===== config.mk =====
export PLATFORM = sky130hd
export DESIGN_NAME = ball_engine
export DESIGN_NICKNAME = d
export VERILOG_FILES = /design/src/rtl/ball_engine.sv
export SDC_FILE = /design/constraint.sdc
export NUM_CORES = 1
export LEC_CHECK = 0
export BUFFER_PORTS_ARGS = -buffer_cell sky130_fd_sc_hd__buf_2
export CORE_AREA = 2 2 124 126
export DETAILED_ROUTE_END_ITERATION = 12
export DIE_AREA = 0 0 126 128
export PLACE_DENSITY_LB_ADDON = 0.25
export SLEW_MARGIN = 20
export SYNTH_ARGS = -nofsm -noshare
export SYNTH_HDL_FRONTEND = slang
export SYNTH_SLANG_ARGS = --single-unit

===== constraint.sdc =====
create_clock -name clock -period 11.35 [get_ports clock]
set_input_delay 1.135 -clock clock [delete_from_list [all_inputs] [get_ports clock]]
set_output_delay 1.135 -clock clock [all_outputs]
set_load 0.02 [all_outputs]

===== src/rtl/ball_engine.sv =====
// Ball-motion engine for the brick playfield.
// Moves one cell diagonally per accepted step, bounces off walls and blocked
// cells, reports struck bricks, and runs the serve / miss / lives sequence.
//
// state   | meaning
// --------+-----------------------------------------------------------
// S_SERVE | ball parked at the start cell, waiting for launch
// S_MOVE  | ball in flight, one move or bounce per step
// S_OVER  | no lives left, outputs frozen until reset
module ball_engine #(
  parameter int         ROWS        = 12,
  parameter int         COLS        = 16,
  parameter int         START_ROW   = 9,
  parameter int         START_COL   = 9,
  parameter logic [1:0] START_DIR   = 2'b00,
  parameter int         LIVES       = 3,
  parameter bit         BOTTOM_OPEN = 1'b1,
  localparam int        RW          = $clog2(ROWS),
  localparam int        CW          = $clog2(COLS),
  localparam int        IW          = $clog2(ROWS * COLS)
) (
  input  logic                 clock,
  input  logic                 reset,
  input  logic                 step,
  input  logic                 launch,
  input  logic [ROWS*COLS-1:0] data,
  output logic [RW-1:0]        ball_row,
  output logic [CW-1:0]        ball_col,
  output logic [1:0]           ball_dir,
  output logic                 hit_valid,
  output logic [IW-1:0]        hit_index,
  output logic                 miss,
  output logic [2:0]           lives_left,
  output logic                 game_over
);

  typedef enum logic [1:0] {
    S_SERVE = 2'd0,
    S_MOVE  = 2'd1,
    S_OVER  = 2'd2
  } state_t;

  localparam logic [RW-1:0] LAST_ROW  = RW'(ROWS - 1);
  localparam logic [CW-1:0] LAST_COL  = CW'(COLS - 1);
  localparam logic [RW-1:0] HOME_ROW  = RW'(START_ROW);
  localparam logic [CW-1:0] HOME_COL  = CW'(START_COL);
  localparam logic [2:0]    ALL_LIVES = 3'(LIVES);
  localparam logic [IW-1:0] COLS_I    = IW'(COLS);
  localparam logic [RW:0]   ROW_ONE   = (RW+1)'(1);
  localparam logic [CW:0]   COL_ONE   = (CW+1)'(1);

  state_t          state, state_d;
  logic [RW-1:0]   row_d;
  logic [CW-1:0]   col_d;
  logic [1:0]      dir_d;
  logic [2:0]      lives_d;
  logic            hit_valid_d, miss_d, game_over_d;
  logic [IW-1:0]   hit_index_d;

  // Neighbour coordinates carry one extra bit: 0-1 sets the MSB and one past
  // the last row/column either sets the MSB or exceeds the limit, so a step
  // off the grid can never alias onto a real cell.
  logic [RW:0]     row_x, v_row;
  logic [CW:0]     col_x, h_col;
  logic            v_in, h_in, d_in;
  logic [IW-1:0]   v_idx, h_idx, d_idx;
  logic            v_blk, h_blk, d_blk;
  logic            v_brick, h_brick, d_brick;
  logic            pit;

  assign row_x = {1'b0, ball_row};
  assign col_x = {1'b0, ball_col};
  assign v_row = ball_dir[1] ? row_x + ROW_ONE : row_x - ROW_ONE;
  assign h_col = ball_dir[0] ? col_x + COL_ONE : col_x - COL_ONE;

  assign v_in = !v_row[RW] && (v_row[RW-1:0] <= LAST_ROW);
  assign h_in = !h_col[CW] && (h_col[CW-1:0] <= LAST_COL);
  assign d_in = v_in && h_in;

  assign v_idx = IW'(v_row[RW-1:0]) * COLS_I + IW'(ball_col);
  assign h_idx = IW'(ball_row) * COLS_I + IW'(h_col[CW-1:0]);
  assign d_idx = IW'(v_row[RW-1:0]) * COLS_I + IW'(h_col[CW-1:0]);

  assign v_brick = v_in && data[v_idx];
  assign h_brick = h_in && data[h_idx];
  assign d_brick = d_in && data[d_idx];
  assign v_blk   = !v_in || v_brick;
  assign h_blk   = !h_in || h_brick;
  assign d_blk   = !d_in || d_brick;

  assign pit = BOTTOM_OPEN && ball_dir[1] && (ball_row == LAST_ROW);

  // Register every output and the FSM state.
  always_ff @(posedge clock) begin
    if (reset) begin
      state      <= S_SERVE;
      ball_row   <= HOME_ROW;
      ball_col   <= HOME_COL;
      ball_dir   <= START_DIR;
      lives_left <= ALL_LIVES;
      hit_valid  <= 1'b0;
      hit_index  <= '0;
      miss       <= 1'b0;
      game_over  <= 1'b0;
    end else begin
      state      <= state_d;
      ball_row   <= row_d;
      ball_col   <= col_d;
      ball_dir   <= dir_d;
      lives_left <= lives_d;
      hit_valid  <= hit_valid_d;
      hit_index  <= hit_index_d;
      miss       <= miss_d;
      game_over  <= game_over_d;
    end
  end

  // Next state: serve, one move-or-bounce per step, pit handling.
  always_comb begin
    state_d     = state;
    row_d       = ball_row;
    col_d       = ball_col;
    dir_d       = ball_dir;
    lives_d     = lives_left;
    hit_valid_d = 1'b0;
    hit_index_d = hit_index;
    miss_d      = 1'b0;
    case (state)
      S_SERVE: begin
        if (launch) begin
          state_d = S_MOVE;
          dir_d   = START_DIR;
        end
      end
      S_MOVE: begin
        if (step) begin
          if (pit) begin
            miss_d  = 1'b1;
            lives_d = lives_left - 3'd1;
            row_d   = HOME_ROW;
            col_d   = HOME_COL;
            dir_d   = START_DIR;
            state_d = (lives_left == 3'd1) ? S_OVER : S_SERVE;
          end else if (v_blk || h_blk) begin
            dir_d = {ball_dir[1] ^ v_blk, ball_dir[0] ^ h_blk};
            if (v_brick) begin
              hit_valid_d = 1'b1;
              hit_index_d = v_idx;
            end else if (h_brick) begin
              hit_valid_d = 1'b1;
              hit_index_d = h_idx;
            end
          end else if (d_blk) begin
            dir_d = ~ball_dir;
            if (d_brick) begin
              hit_valid_d = 1'b1;
              hit_index_d = d_idx;
            end
          end else begin
            row_d = v_row[RW-1:0];
            col_d = h_col[CW-1:0];
          end
        end
      end
      default: ;
    endcase
    game_over_d = (state_d == S_OVER);
  end

endmodule


==> impl_metrics.env <==
export IMPL_io_buffers=219
export IMPL_r2r_start="ball_col[0]$_SDFFE_PP1P_"
export IMPL_grtUsageMet2_pct=39.28
export IMPL_pwr_share_clk_pct=4.5
export IMPL_cp_cell_sequence="clkinv_1 > fa_2 > buf_4 > mux4_2 > mux2i_1 > o21ai_0 > a2111oi_0 > a41oi_1 > and4_4 > a21oi_2 > a41oi_2 > and3_1 > a211oi_2"
export IMPL_vias_per_cell=6.049
export IMPL_grt_max_degree=59
export IMPL_start_util_pct=33.94
export IMPL_preCtsSetupSlack_ns=5.559
export IMPL_fin_setup_tns_ns=0
export IMPL_syn_area_per_cell_um2=10.42
export IMPL_clockBufferDepth=2
export IMPL_core_area_mm2=0.01486
export IMPL_cp_max_fo=51
export IMPL_dp_hpwl_um=14740
export IMPL_final_hold_viol_count=0
export IMPL_p_sw_w=0.001026
export IMPL_start_kind="flop"
export IMPL_crit_family="compound AO/OA/AOI/OAI gates"
export IMPL_worst_slew_pin_transition_ns=1.104
export IMPL_slew_headroom_pct=25.71
export IMPL_clock_sinks=26
export IMPL_cts_tree="built"
export IMPL_synth_cells=484
export IMPL_arrival_ns=5.81
export IMPL_fmax_mhz=177.7
export IMPL_layout_drive_gt1_share_pct=50.60
export IMPL_antenna_found_initial=0
export IMPL_share_comb_of_total_power_pct=87.2
export IMPL_final_max_slew_viol_count=0
export IMPL_setup_ws_ns=5.722
export IMPL_place_area_mm2=0.006212
export IMPL_synthDistinctLibCells=66
export IMPL_cp_depth=13
export IMPL_ys_ff_latch=26
export IMPL_routed_wl_um=18200
export IMPL_grt_ovfl_total=0
export IMPL_pwr_density_cell_mw_per_mm2=303.5
export IMPL_yosys_top_cells_area="mux4_2, mux2i_1, dfxtp_1"
export IMPL_synthArstFlopShare_pct=0
export IMPL_grt_usage_pct=21.84
export IMPL_criticalPathCategory="flop to flop"
export IMPL_finalSetupViolCount=0
export IMPL_first_pass_iters=5
export IMPL_drc_errors=0
export IMPL_crit_path_end="hit_index[2]$_SDFFE_PP0P_"
export IMPL_met1_usage_pct=27.69
export IMPL_path_clk_slew_ns=0.06
export IMPL_synth_edf_count=0
export IMPL_r2r_setup_slack_ns=5.72
export IMPL_post_route_min_period_ns=5.628
export IMPL_p_int_w=0.0008898
export IMPL_ios=220
export IMPL_numCtsBuffers=3
export IMPL_die_area_mm2=0.01613
export IMPL_fill_cells=1479
export IMPL_critPathLaunch="ball_col[0]$_SDFFE_PP1P_"
export IMPL_top_usage_layer="met2"
export IMPL_floorplan_die_height_um=128
export IMPL_cts_setup_buffers=0
export IMPL_grt_pass1_vias=5403
export IMPL_synth_top_area_share_pct=39.73
export IMPL_rsz0062_at_grt="false"
export IMPL_power_leakage_nw=2.913
export IMPL_syn_cell_area_mm2=0.005045
export IMPL_period_share_pct=49.59
export IMPL_drtIter0Drc=340
export IMPL_ys_flop_type="dfxtp_1"
export IMPL_insertion_delay_ns=0.26
export IMPL_yosysWarnings=0
export IMPL_clk_root_buffer_cell="clkbuf_16"
export IMPL_rows=45
export IMPL_seqPwrFrac_pct=8.4
export IMPL_crit_buf_inv=2
export IMPL_die_x_um=126
export IMPL_num_vias=5190
export IMPL_hp_class="flop to flop"
export IMPL_ir_drop_mv=0.2032
export IMPL_fin_nets=877
export IMPL_insertedDiodeCount=0
export IMPL_swShare_pct=53.55
export IMPL_cts_htree_levels=1
export IMPL_status="complete, no violations"
export IMPL_holdBufCountCts=0
export IMPL_rr_worst_depth=13
export IMPL_post_drt_wl_per_cell_um=21.21
export IMPL_hp_start="state[1]$_SDFF_PP0_"
export IMPL_post_cts_resized=0
export IMPL_final_area_mm2=0.006312
export IMPL_reg2reg_to="hit_index[2]$_SDFFE_PP0P_"
export IMPL_holdWs_ns=0.4728
export IMPL_max_cap_violations=0
export IMPL_utilization_pct=42.47
export IMPL_finClkSkew_ns=0.002490
export IMPL_max_stage_delay_ns=0.95
export IMPL_required_ns=11.53
export IMPL_syn_nets=690
export IMPL_synthToLayoutAreaGrowth_pct=25.12
export IMPL_routabilityCongestion=0.8500
export IMPL_grt_pass1_wl_um=28410
export IMPL_synth_top_area_cell="mux4_2"
export IMPL_met3_usage_pct=2.796
export IMPL_ys_seq_area_share_pct=10.32
export IMPL_cp_end_kind="flop"
export IMPL_critical_path_slowest_cell="dfxtp_4"
export IMPL_antenna_left=0
[power by group through the flow]
stage,sequential [W],clock (W),combinational (W)
2_1_floorplan,0.000150,0,0.00129
3_3_place_gp,0.000163,0,0.00162
3_5_place_dp,0.000165,0,0.00164
4_1_cts,0.000163,0.0000864,0.00165
5_1_grt,0.000169,0.0000895,0.00180
6_report,0.000161,0.0000854,0.00167
[worst register-to-register path, stage by stage, from the launching register on]
cell       delay, ns
dfxtp_4         0.95
clkinv_1        0.48
fa_2            0.66
buf_4           0.53
mux4_2          0.43
mux2i_1         0.31
o21ai_0         0.19
a2111oi_0       0.44
a41oi_1         0.12
and4_4          0.26
a21oi_2         0.14
a41oi_2         0.37
and3_1          0.45
a211oi_2        0.22
[metal layers]
metal  share of wire (%)  routed length, um
met2                  50               9092
met5                   0                  0
met1                  40               7330
met4                 2.6                475
met3                 7.2               1302
[flip-flops by register name, summed over array words and instances (netlist names)]
signal / flops
ball_row: 4
state: 2
hit_valid: 1
miss: 1
game_over: 1
lives_left: 3
hit_index: 8
ball_col: 4
ball_dir: 2
[cells by family after synthesis]
group / count (synthesis) / synth area share, %
muxes: 153 / 52.48
AOI/OAI and AO/OA: 102 / 14.86
adders and majority gates: 10 / 2.778
and+or+nand+nor: 118 / 11.21
xor gates and xnor gates: 14 / 2.729
DFF: 26 / 10.32
buffers and inverters: 61 / 5.630
[final cells by class]
cell class              instances  area [um2]  area share [%]
clock buffers                   4       88.84           1.407
inverters                      18       67.56           1.070
multi-input cells             397        4254           67.39
flip-flops and latches         26       525.5           8.325
well taps                     188       235.2           3.726
repair buffers                225        1141           18.08
[metrics by stage]
stage	cells	total power, W
2_1_floorplan	484	0.001440
3_3_place_gp	854	0.001788
3_5_place_dp	854	0.001807
4_1_cts	858	0.001901
5_1_grt	858	0.002057
6_report	858	0.001916
[Yosys cell counts, drive strengths merged, types with 3 or more instances]
cell	n
nor2	24
nand4	11
dfxtp	26
nor2b	5
a41oi	3
o211ai	5
a211oi	7
ha	8
a21o	5
mux4	89
xnor2	10
a31oi	7
a21oi	19
nand2	40
nand3	17
a31o	3
a22oi	7
nand2b	4
nand3b	3
a311oi	3
clkbuf	15
a22o	4
xor2	4
mux2i	62
nor3	4
o41ai	3
o21ai	16
buf	28
inv	16
and3	3
o22ai	5
[worst min path at each step]
stage / end / slack [ns] / depth (start not counted)
global route: game_over$_SDFF_PP0_ / 0.51 / 2
floorplan: game_over$_SDFF_PP0_ / 0.44 / 2
global placement: game_over$_SDFF_PP0_ / 0.46 / 2
CTS: game_over$_SDFF_PP0_ / 0.47 / 2
detailed placement: game_over$_SDFF_PP0_ / 0.46 / 2
finish: game_over$_SDFF_PP0_ / 0.47 / 2
[cell usage in the layout (no fill, tap or decap), types with 2 or more instances in the layout]
| master | n |
|---|---|
| a211oi_1 | 2 |
| a211oi_2 | 5 |
| a21o_1 | 5 |
| a21oi_1 | 18 |
| a22o_1 | 4 |
| a22oi_1 | 7 |
| a311oi_1 | 3 |
| a31o_2 | 2 |
| a31oi_1 | 7 |
| a32o_1 | 2 |
| a41oi_1 | 2 |
| and2_1 | 2 |
| and3_1 | 3 |
| buf_2 | 219 |
| buf_4 | 6 |
| clkbuf_16 | 3 |
| clkinv_1 | 2 |
| dfxtp_1 | 24 |
| ha_1 | 8 |
| inv_1 | 14 |
| inv_2 | 2 |
| mux2_2 | 2 |
| mux2i_1 | 62 |
| mux4_2 | 89 |
| nand2_1 | 40 |
| nand2b_1 | 4 |
| nand3_1 | 17 |
| nand3b_1 | 3 |
| nand4_1 | 11 |
| nor2_1 | 24 |
| nor2b_1 | 5 |
| nor3_1 | 4 |
| o211ai_1 | 5 |
| o21ai_0 | 15 |
| o22ai_1 | 5 |
| o41ai_1 | 2 |
| xnor2_1 | 9 |
| xor2_1 | 3 |
No activity file was read; power rests on OpenSTA's default activity.
